[src/rtl/button_led_ctrl_if.sv]
// Front-panel bus between the board buttons/LEDs and button_led_ctrl.
//   button    : raw push-buttons, active-low (1 = released), asynchronous
//   led       : LED drive, active-high
//   btn_level : debounced level per channel, active-high (1 = pressed)
//   btn_press : one-cycle pulse per debounced press
//   mode      : 0 = COUNT, 1 = SHIFT
// master drives the buttons (board/bench); slave is the controller.
interface button_led_ctrl_if #(
    parameter int unsigned NUM_BTN = 4,
    parameter int unsigned LED_W   = 8
);
    logic [NUM_BTN-1:0] button;
    logic [LED_W-1:0]   led;
    logic [NUM_BTN-1:0] btn_level;
    logic [NUM_BTN-1:0] btn_press;
    logic               mode;

    modport master (
        output button,
        input  led,
        input  btn_level,
        input  btn_press,
        input  mode
    );

    modport slave (
        input  button,
        output led,
        output btn_level,
        output btn_press,
        output mode
    );
endinterface

[src/rtl/button_led_ctrl.sv]
// Front-panel controller: synchronises and debounces NUM_BTN active-low
// buttons, emits one-cycle press pulses and drives an LED_W-bit LED bank as a
// binary counter (COUNT) or rotating one-hot (SHIFT), with hold-to-repeat.
// Channel functions: 0 = inc, 1 = dec, 2 = mode toggle, 3 = clear; channels
// 4 and up only appear on btn_level/btn_press.
// Ports:
//   clk   : system clock
//   rst_n : asynchronous active-low reset
//   bus   : button_led_ctrl_if slave (button in; led, btn_level, btn_press,
//           mode out)
module button_led_ctrl #(
    parameter int unsigned NUM_BTN         = 4,
    parameter int unsigned LED_W           = 8,
    parameter int unsigned DEBOUNCE_CYCLES = 100000,
    parameter int unsigned REPEAT_DELAY    = 40000000,
    parameter int unsigned REPEAT_PERIOD   = 10000000
) (
    input  logic              clk,
    input  logic              rst_n,
    button_led_ctrl_if.slave  bus
);

    localparam int unsigned DB_W    = $clog2(DEBOUNCE_CYCLES + 1);
    localparam int unsigned RPT_MAX = (REPEAT_DELAY > REPEAT_PERIOD) ? REPEAT_DELAY
                                                                     : REPEAT_PERIOD;
    localparam int unsigned RPT_W   = $clog2(RPT_MAX + 1);

    typedef enum logic [1:0] {
        ST_IDLE = 2'd0,
        ST_WAIT = 2'd1,
        ST_RPT  = 2'd2
    } rpt_state_e;

    // ------------------------------------------------------------------
    // Signals
    // ------------------------------------------------------------------
    logic [NUM_BTN-1:0] sync1_q;
    logic [NUM_BTN-1:0] sync2_q;
    logic [DB_W-1:0]    deb_cnt_q [NUM_BTN];
    logic [DB_W-1:0]    deb_cnt_d [NUM_BTN];
    logic [NUM_BTN-1:0] level_q;
    logic [NUM_BTN-1:0] level_d;
    logic [NUM_BTN-1:0] press_q;
    logic [NUM_BTN-1:0] press_d;

    rpt_state_e         state_q;
    rpt_state_e         state_d;
    logic [RPT_W-1:0]   rpt_cnt_q;
    logic [RPT_W-1:0]   rpt_cnt_d;
    logic [RPT_W-1:0]   rpt_cnt_inc;
    logic               dir_dec_q;
    logic               dir_dec_d;
    logic               held_c;
    logic               tick_c;

    logic               clear_c;
    logic               toggle_c;
    logic               inc_c;
    logic               dec_c;
    logic [LED_W-1:0]   led_q;
    logic [LED_W-1:0]   led_d;
    logic               mode_q;
    logic               mode_d;

    // ------------------------------------------------------------------
    // Two-flop synchroniser, idles at "released"
    // ------------------------------------------------------------------
    always_ff @(posedge clk or negedge rst_n) begin
        if (!rst_n) begin
            sync1_q <= '1;
            sync2_q <= '1;
        end else begin
            sync1_q <= bus.button;
            sync2_q <= sync1_q;
        end
    end

    // ------------------------------------------------------------------
    // Debounce: accept a new level after DEBOUNCE_CYCLES consecutive
    // disagreeing samples; any agreeing sample restarts the count.
    // level_q is kept active-high, so the raw (active-low) sample disagrees
    // with the stable level exactly when the two bits are equal.
    // ------------------------------------------------------------------
    always_comb begin
        level_d = level_q;
        for (int i = 0; i < int'(NUM_BTN); i++) begin
            deb_cnt_d[i] = '0;
            if (sync2_q[i] == level_q[i]) begin
                if ((deb_cnt_q[i] + DB_W'(1)) == DB_W'(DEBOUNCE_CYCLES)) begin
                    level_d[i] = ~level_q[i];
                end else begin
                    deb_cnt_d[i] = deb_cnt_q[i] + DB_W'(1);
                end
            end
        end
        press_d = level_d & ~level_q;
    end

    always_ff @(posedge clk or negedge rst_n) begin
        if (!rst_n) begin
            for (int i = 0; i < int'(NUM_BTN); i++) begin
                deb_cnt_q[i] <= '0;
            end
            level_q <= '0;
            press_q <= '0;
        end else begin
            for (int i = 0; i < int'(NUM_BTN); i++) begin
                deb_cnt_q[i] <= deb_cnt_d[i];
            end
            level_q <= level_d;
            press_q <= press_d;
        end
    end

    // ------------------------------------------------------------------
    // Fixed-function events
    // ------------------------------------------------------------------
    assign clear_c  = press_q[3];
    assign toggle_c = press_q[2];
    assign held_c   = dir_dec_q ? level_q[1] : level_q[0];

    // ------------------------------------------------------------------
    // Auto-repeat FSM: state register
    // ------------------------------------------------------------------
    always_ff @(posedge clk or negedge rst_n) begin
        if (!rst_n) begin
            state_q   <= ST_IDLE;
            rpt_cnt_q <= '0;
            dir_dec_q <= 1'b0;
        end else begin
            state_q   <= state_d;
            rpt_cnt_q <= rpt_cnt_d;
            dir_dec_q <= dir_dec_d;
        end
    end

    // Auto-repeat FSM: next state and repeat tick.
    // WAIT is entered on the cycle after the press, so its threshold test
    // looks at the incremented count; that lands the first repeat step
    // REPEAT_DELAY+1 edges after the press. RPT compares the held count,
    // giving one step every REPEAT_PERIOD+1 edges.
    always_comb begin
        state_d     = state_q;
        rpt_cnt_d   = rpt_cnt_q;
        dir_dec_d   = dir_dec_q;
        tick_c      = 1'b0;
        rpt_cnt_inc = rpt_cnt_q + RPT_W'(1);

        case (state_q)
            ST_IDLE: begin
                if (press_q[0] || press_q[1]) begin
                    state_d   = ST_WAIT;
                    dir_dec_d = ~press_q[0];
                    rpt_cnt_d = '0;
                end
            end
            ST_WAIT: begin
                if (!held_c) begin
                    state_d   = ST_IDLE;
                    rpt_cnt_d = '0;
                end else if (rpt_cnt_inc == RPT_W'(REPEAT_DELAY)) begin
                    state_d   = ST_RPT;
                    tick_c    = 1'b1;
                    rpt_cnt_d = '0;
                end else begin
                    rpt_cnt_d = rpt_cnt_inc;
                end
            end
            ST_RPT: begin
                if (!held_c) begin
                    state_d   = ST_IDLE;
                    rpt_cnt_d = '0;
                end else if (rpt_cnt_q == RPT_W'(REPEAT_PERIOD)) begin
                    tick_c    = 1'b1;
                    rpt_cnt_d = '0;
                end else begin
                    rpt_cnt_d = rpt_cnt_inc;
                end
            end
            default: begin
                state_d   = ST_IDLE;
                rpt_cnt_d = '0;
            end
        endcase

        // Clear or mode change abandons any repeat in progress.
        if (clear_c || toggle_c) begin
            state_d   = ST_IDLE;
            rpt_cnt_d = '0;
        end
    end

    // ------------------------------------------------------------------
    // LED / mode update. Priority: clear > toggle > inc/dec; inc and dec
    // together cancel. Repeat ticks act as presses of the recorded button.
    // ------------------------------------------------------------------
    assign inc_c = press_q[0] | (tick_c & ~dir_dec_q);
    assign dec_c = press_q[1] | (tick_c &  dir_dec_q);

    always_comb begin
        led_d  = led_q;
        mode_d = mode_q;
        if (clear_c) begin
            led_d = mode_q ? LED_W'(1) : '0;
        end else if (toggle_c) begin
            mode_d = ~mode_q;
            led_d  = mode_q ? '0 : LED_W'(1);
        end else if (inc_c && !dec_c) begin
            led_d = mode_q ? {led_q[LED_W-2:0], led_q[LED_W-1]}
                           : led_q + LED_W'(1);
        end else if (dec_c && !inc_c) begin
            led_d = mode_q ? {led_q[0], led_q[LED_W-1:1]}
                           : led_q - LED_W'(1);
        end
    end

    always_ff @(posedge clk or negedge rst_n) begin
        if (!rst_n) begin
            led_q  <= '0;
            mode_q <= 1'b0;
        end else begin
            led_q  <= led_d;
            mode_q <= mode_d;
        end
    end

    // ------------------------------------------------------------------
    // Outputs
    // ------------------------------------------------------------------
    assign bus.led       = led_q;
    assign bus.mode      = mode_q;
    assign bus.btn_level = level_q;
    assign bus.btn_press = press_q;

endmodule

[src/flat_wrapper.sv]
// flat-port wrapper written by rule: the top's interface ports become plain ports
module button_led_ctrl_flat 
#(
    parameter int unsigned NUM_BTN         = 4,
    parameter int unsigned LED_W           = 8,
    parameter int unsigned DEBOUNCE_CYCLES = 100000,
    parameter int unsigned REPEAT_DELAY    = 40000000,
    parameter int unsigned REPEAT_PERIOD   = 10000000
)
  (clk, rst_n, bus_button, bus_led, bus_btn_level, bus_btn_press, bus_mode);
  button_led_ctrl_if #(.NUM_BTN(NUM_BTN), .LED_W(LED_W)) bus_i ();
  input  logic clk;
  input  logic rst_n;
  input wire logic [$bits(bus_i.button)-1:0] bus_button;
  output wire logic [$bits(bus_i.led)-1:0] bus_led;
  output wire logic [$bits(bus_i.btn_level)-1:0] bus_btn_level;
  output wire logic [$bits(bus_i.btn_press)-1:0] bus_btn_press;
  output wire logic [$bits(bus_i.mode)-1:0] bus_mode;
  assign bus_i.button = bus_button;
  assign bus_led = bus_i.led;
  assign bus_btn_level = bus_i.btn_level;
  assign bus_btn_press = bus_i.btn_press;
  assign bus_mode = bus_i.mode;
  button_led_ctrl #(.NUM_BTN(NUM_BTN), .LED_W(LED_W), .DEBOUNCE_CYCLES(DEBOUNCE_CYCLES), .REPEAT_DELAY(REPEAT_DELAY), .REPEAT_PERIOD(REPEAT_PERIOD)) u_core (.clk(clk), .rst_n(rst_n), .bus(bus_i));
endmodule
[config.mk]
export PLATFORM = sky130hd
export DESIGN_NAME = button_led_ctrl_flat
export DESIGN_NICKNAME = d
export VERILOG_FILES = /design/src/rtl/button_led_ctrl_if.sv /design/src/rtl/button_led_ctrl.sv /design/src/flat_wrapper.sv
export SDC_FILE = /design/constraint.sdc
export NUM_CORES = 1
export LEC_CHECK = 0
export BUFFER_PORTS_ARGS = -buffer_cell sky130_fd_sc_hd__buf_2
export CAP_MARGIN = 20
export CORE_ASPECT_RATIO = 0.75
export CORE_MARGIN = 2
export CORE_UTILIZATION = 30
export CTS_CLUSTER_DIAMETER = 100
export DETAILED_ROUTE_END_ITERATION = 8
export GPL_TIMING_DRIVEN = 0
export PLACE_DENSITY_LB_ADDON = 0.08
export SYNTH_ARGS = -nofsm -noshare
export SYNTH_HDL_FRONTEND = slang
export SYNTH_SLANG_ARGS = --single-unit
[constraint.sdc]
create_clock -name clk -period 9.5 [get_ports clk]
set_input_delay 0.95 -clock clk [delete_from_list [all_inputs] [get_ports clk]]
set_output_delay 0.95 -clock clk [all_outputs]
set_load 0.1 [all_outputs]
== Word-level counts from Yosys, hierarchy flattened ==
Index checks and enable logic that the tools add are counted.

* Output and inout bits: 17
* Word-level logic and storage cells: 103
* Flip-flop bits (word level): 122

* Equality and inequality tests: 15
* Bitwise operators: 14
* Reductions and logical operators: 11
* Add/sub/neg operators: 7
* Muxes and demuxes: 43

{| class="wikitable"
|+ Operators by type and width
! operator !! count
|-
| $mux W26 || 6
|-
| $mux W17 || 8
|-
| $pmux W26 S3 || 1
|-
| $add A17 B1 Y17 const B || 4
|-
| $eq A17 B17 Y1 const B || 4
|-
| $mux W8 || 6
|-
| $add A26 B1 Y26 const B || 1
|-
| $eq A26 B24 Y1 const B || 1
|-
| $eq A26 B26 Y1 const B || 1
|-
| $mux W1 || 15
|-
| $mux W2 || 5
|-
| $add A8 B1 Y8 const B || 1
|-
| $not A1 Y1 || 8
|-
| $sub A8 B1 Y8 const B || 1
|-
| $pmux W2 S3 || 1
|-
| $and A4 B4 Y4 || 1
|-
| $eq A1 B1 Y1 || 4
|-
| $ne A4 B4 Y1 const B || 1
|-
| $not A4 Y4 || 1
|-
| $reduce_and A2 Y1 || 2
|-
| $reduce_bool A4 Y1 || 1
|-
| $ne A3 B1 Y1 const B || 1
|-
| $ne A3 B3 Y1 const B || 1
|-
| $reduce_and A3 Y1 || 1
|-
| other kinds (9) || 14
|}

== Longest topological paths before layout ==
Gate-level depths: netlist of the first run.

* Word-level depth: 13
* Mapped depth: 18
* Mapped depth without buffers: 16

== Worst setup path before layout of the first run ==
No wires, ideal clock.

* Path kind: reg2reg
* From: register u_core.rpt_cnt_q[13]
* To: register u_core.led_q[3] (netlist: u_core.bus.led[3])
* Path buffers: 2
* Setup time: 0.072 ns
* Stages on the path, launching flop included: 17
* Arrival: 3.830 ns
* Slack: 5.597 ns
* Path through: dfrtp_1 -> clkbuf_1 -> and4_1 -> nand3_1 -> o31a_1 -> nor4_1 -> nand4_1 -> nor4b_2 -> o211a_1 -> a31oi_1 -> ha_1 -> clkbuf_1 -> or4_1 -> a211o_1 -> a21oi_1 -> a211oi_1 -> nor2_1

* Word-level cells in the longest chain between the ends: 12

{| class="wikitable"
|+ RTL lines
! item !! RTL line !! RTL
|-
| start, declared || button_led_ctrl.sv:48 || <nowiki>logic [RPT_W-1:0] rpt_cnt_q;</nowiki>
|-
| start signal, assigned || button_led_ctrl.sv:132 || <nowiki>rpt_cnt_q <= rpt_cnt_d;</nowiki>
|-
| $add A26 B1 Y26 || button_led_ctrl.sv:147 || <nowiki>rpt_cnt_inc = rpt_cnt_q + RPT_W'(1);</nowiki>
|-
| $eq A26 B26 Y1 || button_led_ctrl.sv:161 || <nowiki>end else if (rpt_cnt_inc == RPT_W'(REPEAT_DELAY)) begin</nowiki>
|-
| $mux W1 || button_led_ctrl.sv:161 ||
|-
| $mux W1 || button_led_ctrl.sv:158 || <nowiki>if (!held_c) begin</nowiki>
|-
| $pmux W1 S2 * || button_led_ctrl.sv:149 || <nowiki>case (state_q)</nowiki>
|-
| $and A1 B1 Y1 || button_led_ctrl.sv:198 || <nowiki>assign dec_c = press_q[1] | (tick_c & dir_dec_q);</nowiki>
|-
| $or A1 B1 Y1 || button_led_ctrl.sv:198 ||
|-
| $logic_not A1 Y1 || button_led_ctrl.sv:208 || <nowiki>end else if (inc_c && !dec_c) begin</nowiki>
|-
| $logic_and A1 B1 Y1 || button_led_ctrl.sv:208 ||
|-
| $mux W8 || button_led_ctrl.sv:208 ||
|-
| $mux W8 || button_led_ctrl.sv:205 || <nowiki>end else if (toggle_c) begin</nowiki>
|-
| $mux W8 || button_led_ctrl.sv:203 || <nowiki>if (clear_c) begin</nowiki>
|-
| end signal, assigned || button_led_ctrl.sv:222 || <nowiki>led_q <= led_d;</nowiki>
|-
| end, declared || button_led_ctrl.sv:60 || <nowiki>logic [LED_W-1:0] led_q;</nowiki>
|}

Mark *: on every way between the ends. The rest lies on a longest branch, timed or not.
A chain may end at the register's enable or synchronous reset.

== Worst setup path in the final report of the first run ==
* From: register u_core.rpt_cnt_q[1]
* To: register u_core.led_q[3] (netlist: u_core.bus.led[3])

Same word-level chain as after synthesis.

==> results.toml, run 1 <==
[run_status]
status = "finished, final reports clean"

[synth]
async_flop_share_pct = 100
synth_ff_type = "dfrtp_1"
synth_top_family_by_area = "simple AND/OR/NAND/NOR gates"
synth_compound_gate_area_share_pct = 11.2
synthCells = 809
synth.area.mux_share_pct = 3.06
synthSimpleGateAreaFrac_pct = 27.9
synth_xor_area_share_pct = 10.2
synth_edf_count = 0
syn_area_per_cell_um2 = 9.05
ys_ff_latch = 122
yosysWarningCount = 0
synth_seq_area_share_pct = 41.8
synth_cell_type_count = 73
synth-adder-area-share_pct = 2.22
syn_nets = 828
syn_area_mm2 = 0.00732

[cells_and_area]
final_area_mm2 = 0.00852
instances_no_fill = 1195
diodes = 0
nNetsFinal = 870
final_cell_mix = "dfrtp_1 (114), nor2_1 (110), nand2_1 (72)"
syn_to_final_growth_pct = 16.3
utilization_pct = 35.5
drive_above_1_share_pct = 11.5
final_common_cell = "dfrtp_1"

[timing]
max_freq_mhz = 213
whs_ns = 0.355
slew_headroom_pct = 52.0
timing.final.crit_share_pct = 49.4
final-setup-viol-count = 0
maxSlewViolCount = 0
layout_setup_ws_ns = 4.81
grt_setup_unrepaired = "no"
finalCriticalPeriod_ns = 4.69
worst_pin_slew_ns = 0.720
setup-tns-final_ns = 0
hold_viol_final = 0
skew_ns = 0.0137

[worst_setup_path]
crit_required_ns = 9.85
crit_path_frequent_cell = "ha_1"
worstPathArrival_ns = 5.04
r2r_slack_ns = 4.81
critPathSlowestCell = "or4_1"
r2r-start = "u_core.rpt_cnt_q[1]"
max_stage_delay_ns = 0.56
r2r_cells = 16
end_kind = "flop"
worstPathCellList = "ha_1, nand4_2, nor3_1, xor2_1, nor4_1, nand4_1, nor4b_2, o211a_1, a31oi_1, ha_1, clkbuf_1, or4_1, a211o_1, a21oi_1, a211oi_1, nor2_1"
criticalPathCategory = "flop to flop"
r2r_end = "u_core.bus.led[3]"
startpoint_type = "flop"
critPathMaxFanout = 10

[power]
p_comb_share_pct = 2.2
totalPowerFinal_mw = 1.26
p_int_mw = 0.983
cellLeakagePower_nw = 3.62
power_frac_seq_pct = 42.2
swShare_pct = 22.0
irDropWorstVdd_mv = 0.121
pwr-share-clk_pct = 55.5
power_density_mw_per_mm2 = 148
p_sw_mw = 0.278

[clocking]
postCtsHoldBufs = 0
htreeDepth = 4
cts_resized = 0
clk_latency_ns = 0.43
cts-root-buf = "clkbuf_16"
clkSinkCount = 122
cts_setup_buffers = 0
path_clk_slew_ns = 0.06
cts_tree = "built"
cts_max_path_buffers = 2
numCtsBuffers = 17

[place]
preCtsSetupSlack_ns = 4.87
dp.final_hpwl_um = 12800
post-place-cells = 1163
place.gp.congestion = 0.822
io_buffers = 22
detailed_place.area_mm2 = 0.00788

[floorplanning]
dieArea_mm2 = 0.0257
fp-row-count = 49
core_region_area_mm2 = 0.0240
io_pins = 23
start_util_pct = 30.6
die_x_um = 184
die_h_um = 139

[routing]
drt_iter0_drc = 370
ant_nets = 0
drt_first_pass_iters = 5
wl_per_cell_um = 15.4
post_drt_via_cell_ratio = 5.03
drc = 0
vias = 6012
wirelength_um = 18400

[job]
maxCapViolCount = 0

[min_path]
hold_end = "u_core.sync2_q[0]"
hp-start = "u_core.sync1_q[0]"
hold_depth = 0
hold_path_class = "flop to flop"

[global_route]
grt_pass1_vias = 5782
antenna_found_initial = 0
grt_pass1_wl_um = 30900
grt-ovfl-total = 0
grt_max_degree = 66
grt_usage_pct = 15.1
[worst max-delay path: cells and delay by family (launching register included)]
kind	cells	cell delay, ns
AO/OA/AOI/OAI	5	0.81
XOR/XNOR	1	0.17
adder cells (fa/ha/maj)	2	0.52
buffers and inverters	1	0.20
flip-flops	1	0.46
AND/OR/NAND/NOR	7	2.47
[final cells by class]
cell class	count	area (um2)
inverter	15	56.3
sequential	122	3060
multi-input combinational	623	3990
timing repair buffer	23	144
buffer	49	213
tap	331	414
clock buffer	19	443
fill	2416	15500
clock inverter	13	193
[power groups by stage]
stage          Combinational (mW)  Clock (mW)  Sequential [mW]
6_report                   0.0282       0.700            0.533
5_1_grt                    0.0337       0.752            0.533
4_1_cts                    0.0300       0.724            0.532
3_5_place_dp               0.0298           0            0.542
3_3_place_gp               0.0280           0            0.542
2_1_floorplan              0.0120           0            0.540
[synthesized netlist by cell type (all sizes together), types with 17 or more instances]
library cell / instances / share of area [%]
nand3: 45 / 3.1
a21oi: 25 / 1.8
dfrtp: 114 / 39
xor2: 43 / 5.1
nor3: 17 / 1.2
clkbuf: 31 / 1.6
buf: 18 / 1.3
nand4: 25 / 2.4
nand2: 73 / 3.8
mux2i: 19 / 2.6
and4: 17 / 2.0
xnor2: 42 / 5.0
nor2: 110 / 5.6
o21ai: 29 / 2.0
[logic make-up after synthesis]
| group | Yosys count |
|---|---|
| AO/OA/AOI/OAI | 120 |
| XOR/XNOR | 85 |
| adder cells (fa/ha/maj) | 13 |
| buffers and inverters | 64 |
| flip-flops | 122 |
| multiplexers | 21 |
| AND/OR/NAND/NOR | 384 |
[worst max-delay path by stage]
stage / from / end / depth (start not counted)
after floorplan: u_core.rpt_cnt_q[13] / u_core.bus.led[3] / 16
after global placement: u_core.rpt_cnt_q[1] / u_core.bus.led[3] / 16
after detailed placement: u_core.rpt_cnt_q[1] / u_core.bus.led[3] / 16
after CTS: u_core.rpt_cnt_q[1] / u_core.bus.led[3] / 16
after global routing: u_core.rpt_cnt_q[1] / u_core.bus.led[3] / 16
final: u_core.rpt_cnt_q[1] / u_core.bus.led[3] / 16
[layer usage]
layer / track usage [%] / routed length [um] / vias to the layer above
li1: - / - / 2982
met1: 22.9 / 10000 / 2917
met2: 21.4 / 7560 / 100
met5: 0 / 0 / -
met3: 3.43 / 667 / 13
met4: 3.92 / 182 / 0
[registers in the layout (all words and copies together), names as in the netlist]
name	flops
u_core.deb_cnt_q	68
u_core.state_q	2
u_core.bus.mode	1
u_core.sync2_q	4
u_core.sync1_q	4
u_core.bus.btn_press	4
u_core.bus.btn_level	4
u_core.dir_dec_q	1
u_core.rpt_cnt_q	26
u_core.bus.led	8
No activity file was read; power rests on OpenSTA's default activity.
==> inputs of run 2 (changes only) <==
==> constraint.sdc (replaced) <==
create_clock -name clk -period 4.44 [get_ports clk]
set_input_delay 0.444 -clock clk [delete_from_list [all_inputs] [get_ports clk]]
set_output_delay 0.444 -clock clk [all_outputs]
set_load 0.1 [all_outputs]
==> run 2 against run 1 <==
  * The run now ends with negative hold slack left
  * Global-route usage barely moved
  * Die area is the same
  * Sequential power grew 110%
  * Flip-flop and latch count stayed put
  * Clock power grew 110%
  * Critical path type unchanged
==> results.toml, run 2 (synthesis results as in run 1) <==
[timing]
layout_setup_ws_ns = 0.217
maxSlewViolCount = 0
max_freq_mhz = 237
whs_ns = -0.00347
skew_ns = 0.0164
hold_viol_final = 1
finalCriticalPeriod_ns = 4.22
timing.final.crit_share_pct = 95.1
final-setup-viol-count = 0
slew_headroom_pct = 53.3
worst_pin_slew_ns = 0.700
setup-tns-final_ns = 0

[floorplanning]
start_util_pct = 30.6
core_region_area_mm2 = 0.0240
io_pins = 23
dieArea_mm2 = 0.0257
fp-row-count = 49
die_h_um = 139
die_x_um = 184

[clocking]
cts_max_path_buffers = 2
numCtsBuffers = 17
path_clk_slew_ns = 0.06
cts-root-buf = "clkbuf_16"
htreeDepth = 4
clk_latency_ns = 0.43
cts_tree = "built"
clkSinkCount = 122

[global_route]
met1_usage_pct = 22.9
grt-ovfl-total = 0
grtUsageMet3_pct = 3.43
grt_pass1_vias = 5769
antenna_found_initial = 0
grtUsageMet2_pct = 21.4
top_usage_layer = "met1"
grt_max_degree = 66
grt_pass1_wl_um = 30800
grt_usage_pct = 15.1

[routing]
wl_per_cell_um = 15.5
ant_nets = 0
wirelength_um = 18500
drt_first_pass_iters = 5
drt_iter0_drc = 368
vias = 5975
post_drt_via_cell_ratio = 5.03
drc = 0

[worst_setup_path]
crit_required_ns = 4.79
end_kind = "flop"
criticalPathCategory = "flop to flop"
critPathMaxFanout = 10
startpoint_type = "flop"
worstPathArrival_ns = 4.57

[run_status]
violations = "negative hold slack"
status = "finished with violations"

[power]
irDropWorstVdd_mv = 0.258
power_density_mw_per_mm2 = 315
totalPowerFinal_mw = 2.70
cellLeakagePower_nw = 3.65

[cells_and_area]
syn_to_final_growth_pct = 17.0
n_fill_cell = 2412
final_common_cell = "dfrtp_1"
final_area_mm2 = 0.00857
nNetsFinal = 864
diodes = 0
top_register = "u_core.deb_cnt_q"
drive_above_1_share_pct = 12.6
largest_reg_flops = 68
final_cell_mix = "dfrtp_1 (112), nor2_1 (110), nand2_1 (72)"
instances_no_fill = 1189

[place]
detailed_place.area_mm2 = 0.00788
post-place-cells = 1163
place.gp.congestion = 0.822
preCtsSetupSlack_ns = -0.189
io_buffers = 22
dp.final_hpwl_um = 12800

[min_path]
hold_path_class = "input pin to async pin"

[job]
maxCapViolCount = 0
==> run 2: cell types whose count changed in the layout (fill, tap and decap cells not counted), sizes merged <==
cell    before  now
clkbuf      50   43
buf         41   42
==> run 2: metal layers <==
layer,part of all wire [%],up-vias
met5,0,-
met4,0.93,0
met3,3.4,13
met2,41,92
met1,54,2902
li1,-,2968
==> run 2: worst max-delay path, cell delays in order, from the launching register on <==
cell and delay (ns):
dfrtp_1 0.35, buf_2 0.21, and4_1 0.31, nand3_2 0.21, o31a_1 0.42, nor4_1 0.31
nand4_1 0.18, nor4b_4 0.30, o211a_1 0.20, a31oi_1 0.11, ha_1 0.21, clkbuf_1 0.20
or4_1 0.56, a211o_1 0.27, a21oi_1 0.13, a211oi_1 0.07, nor2_1 0.11
==> run 2: timing repair <==
| action | in CTS | in global routing |
|---|---|---|
| pin swaps | 0 | 1 |
| setup buffers | 0 | 1 |
| setup endpoints to repair | 7 | 8 |
| hold buffers | 0 | 0 |
| gates resized for setup | 6 | 9 |
==> run 2: layout make-up <==
type                       count  area [um2]  area share, %
buffer                        42         188           2.19
multi-input combinational    623        4060           47.3
clock buffer                  19         443           5.17
inverter                      15        56.3          0.657
timing repair buffer          24         151           1.77
tap                          331         414           4.83
clock inverter                13         193           2.25
sequential                   122        3070           35.8
==> run 2: final timing paths <==
check                                startpoint                   end  slack [ns]  depth (start not counted)
hold / removal                            rst_n  u_core.deb_cnt_q[46]      -0.003                          1
setup reg to reg           u_core.rpt_cnt_q[11]     u_core.bus.led[3]        0.22                         16
min in group clk                  bus_button[3]     u_core.sync1_q[3]        0.11                          1
setup / recovery           u_core.rpt_cnt_q[11]     u_core.bus.led[3]        0.22                         16
max in group asynchronous                 rst_n     u_core.sync2_q[0]        3.68                          2
hold reg to reg               u_core.sync1_q[0]     u_core.sync2_q[0]        0.35                          0
==> run 2: per-stage QoR <==
stage                     utilization, %  hold slack, ns
after floorplan                        -           0.148
after global placement              32.7           0.347
after detailed placement            32.9           0.351
after CTS                           35.6          0.0381
after global routing                35.7          0.0572
final                               35.7        -0.00347
==> run 2: where the power goes <==
| part | switching [mW] | internal (mW) |
|---|---|---|
| Clock | 0.542 | 0.958 |
| Combinational | 0.0426 | 0.0177 |
| Sequential | 0.0119 | 1.13 |
| Total | 0.596 | 2.10 |
==> inputs of run 3 (changes only) <==
--- a/config.mk
+++ b/config.mk
@@ -7,12 +7,11 @@
 export LEC_CHECK = 0
 export BUFFER_PORTS_ARGS = -buffer_cell sky130_fd_sc_hd__buf_2
 export CAP_MARGIN = 20
-export CORE_ASPECT_RATIO = 0.75
+export CORE_ASPECT_RATIO = 0.8
 export CORE_MARGIN = 2
 export CORE_UTILIZATION = 30
 export CTS_CLUSTER_DIAMETER = 100
 export DETAILED_ROUTE_END_ITERATION = 8
-export GPL_TIMING_DRIVEN = 0
 export PLACE_DENSITY_LB_ADDON = 0.08
 export SYNTH_ARGS = -nofsm -noshare
 export SYNTH_HDL_FRONTEND = slang
==> run 3 against run 2 <==
  * The run now ends clean
  * Non-clock buffer count shrank 30
  * Worst hold slack gained 0.10 ns
  * Critical path depth shrank 2
  * Die area is essentially flat
  * Clock skew down 0.0035 ns
  * Total power up 4.9%
  * Cell area fell by 1.3%
==> results.toml, run 3 (synthesis results as in run 1) <==
[clocking]
cts_tree = "built"
clkSinkCount = 122
clk_latency_ns = 0.42
cts_setup_buffers = 0
numCtsBuffers = 17
cts_max_path_buffers = 2
path_clk_slew_ns = 0.06
cts-root-buf = "clkbuf_16"
htreeDepth = 4

[power]
p_comb_share_pct = 2.0
power_frac_seq_pct = 40.2
p_int_mw = 2.23
totalPowerFinal_mw = 2.83
cellLeakagePower_nw = 3.61
irDropWorstVdd_mv = 0.222
p_sw_mw = 0.599
power_density_mw_per_mm2 = 335
pwr-share-clk_pct = 57.8
swShare_pct = 21.2

[floorplanning]
die_h_um = 144
core_region_area_mm2 = 0.0242
dieArea_mm2 = 0.0257
fp-row-count = 51
die_x_um = 179
start_util_pct = 30.3
io_pins = 23

[cells_and_area]
final_area_mm2 = 0.00845
nNetsFinal = 834
syn_to_final_growth_pct = 15.4
final_common_cell = "dfrtp_1"
final_cell_mix = "dfrtp_1 (114), nor2_1 (109), nand2_1 (72)"
n_fill_cell = 2438
top_register = "u_core.deb_cnt_q"
drive_above_1_share_pct = 12.2
largest_reg_flops = 68
instances_no_fill = 1146
utilization_pct = 35.0
diodes = 0

[global_route]
grt_pass1_wl_um = 29700
grt_pass1_vias = 5618
grt_max_degree = 65
grt_usage_pct = 14.6
antenna_found_initial = 0
grt-ovfl-total = 0

[worst_setup_path]
critPathSlowestCell = "nor4_2"
cp.buffers_inverters = 0
startpoint_type = "flop"
r2r_cells = 14
worstPathArrival_ns = 4.43
worst-path-stages = 14
crit_required_ns = 4.79
end_kind = "flop"
critPathMaxFanout = 10
critPathTopFamily = "simple AND/OR/NAND/NOR gates"
max_stage_delay_ns = 0.58
worstPathCellList = "ha_2, nand4_4, nor4_2, nand3_1, xnor2_1, nor4b_4, o211a_1, a31oi_1, ha_1, or4_1, a211o_1, a21oi_1, a211oi_1, nor2_1"
criticalPathCategory = "flop to flop"

[timing]
setup-tns-final_ns = 0
grt_setup_unrepaired = "no"
slew_headroom_pct = 37.0
timing.final.crit_share_pct = 91.9
maxSlewViolCount = 0
max_freq_mhz = 245
skew_ns = 0.0130
hold_viol_final = 0
final-setup-viol-count = 0
layout_setup_ws_ns = 0.360
finalCriticalPeriod_ns = 4.08
whs_ns = 0.0977
worst_pin_slew_ns = 0.945

[place]
detailed_place.area_mm2 = 0.00774
preCtsSetupSlack_ns = 0.222
io_buffers = 22
post-place-cells = 1114
dp.final_hpwl_um = 12000
place.gp.congestion = 0.899

[routing]
wl_per_cell_um = 15.3
ant_nets = 0
drt_first_pass_iters = 5
post_drt_via_cell_ratio = 5.12
drc = 0
drt_iter0_drc = 363
vias = 5873
wirelength_um = 17500

[job]
maxCapViolCount = 0

[run_status]
status = "finished, final reports clean"

[min_path]
hold_path_class = "input pin to async pin"
## run 3: routing by layer
layer / vias up / wire length, um / GRT usage, %
met1: 2850 / 8990 / 21.3
met2: 105 / 7620 / 21.3
met3: 15 / 729 / 3.54
li1: 2903 / - / -
met5: - / 0 / 0
met4: 0 / 201 / 4.49
## run 3: power by group through the flow
stage / sequential, mW / clock (mW) / combinational [mW]
after global routing: 1.14 / 1.73 / 0.0667
after detailed placement: 1.16 / 0 / 0.0595
final: 1.14 / 1.64 / 0.0563
after global placement: 1.16 / 0 / 0.0587
after CTS: 1.14 / 1.68 / 0.0599
after floorplan: 1.16 / 0 / 0.0256
## run 3: what timing repair did
item                       in CTS  in global routing
hold buffers                    0                  0
gates resized for setup         0                  4
setup endpoints to repair       0                  3
## run 3: layout make-up
type                       count  area, um2  share of cell area, %
clock buffer                  19        453                   5.36
multi-input combinational    623       4020                   47.5
timing repair buffer          36        230                   2.72
tap                          318        398                   4.71
inverter                      15       56.3                  0.666
clock inverter                13        238                   2.81
sequential                   122       3060                   36.2
## run 3: path summary, 6_finish.rpt
path | startpoint | endpoint | slack, ns
worst max-delay path | u_core.rpt_cnt_q[1] | u_core.bus.led[3] | 0.36
worst min-delay path | rst_n | u_core.rpt_cnt_q[12] | 0.1
worst max register to register | u_core.rpt_cnt_q[1] | u_core.bus.led[3] | 0.36
worst min register to register | u_core.sync1_q[2] | u_core.sync2_q[2] | 0.35
max in group asynchronous | rst_n | u_core.sync1_q[2] | 3.47
min in group clk | bus_button[3] | u_core.sync1_q[3] | 0.12
## run 3: worst reg2reg max path, delay by kind of cell, from the launching register on
family	cells	cell delay, ns
AND/OR/NAND/NOR	6	2.07
AO/OA/AOI/OAI	5	0.79
flip-flops	1	0.45
adder cells (fa/ha/maj)	2	0.50
XOR/XNOR	1	0.24
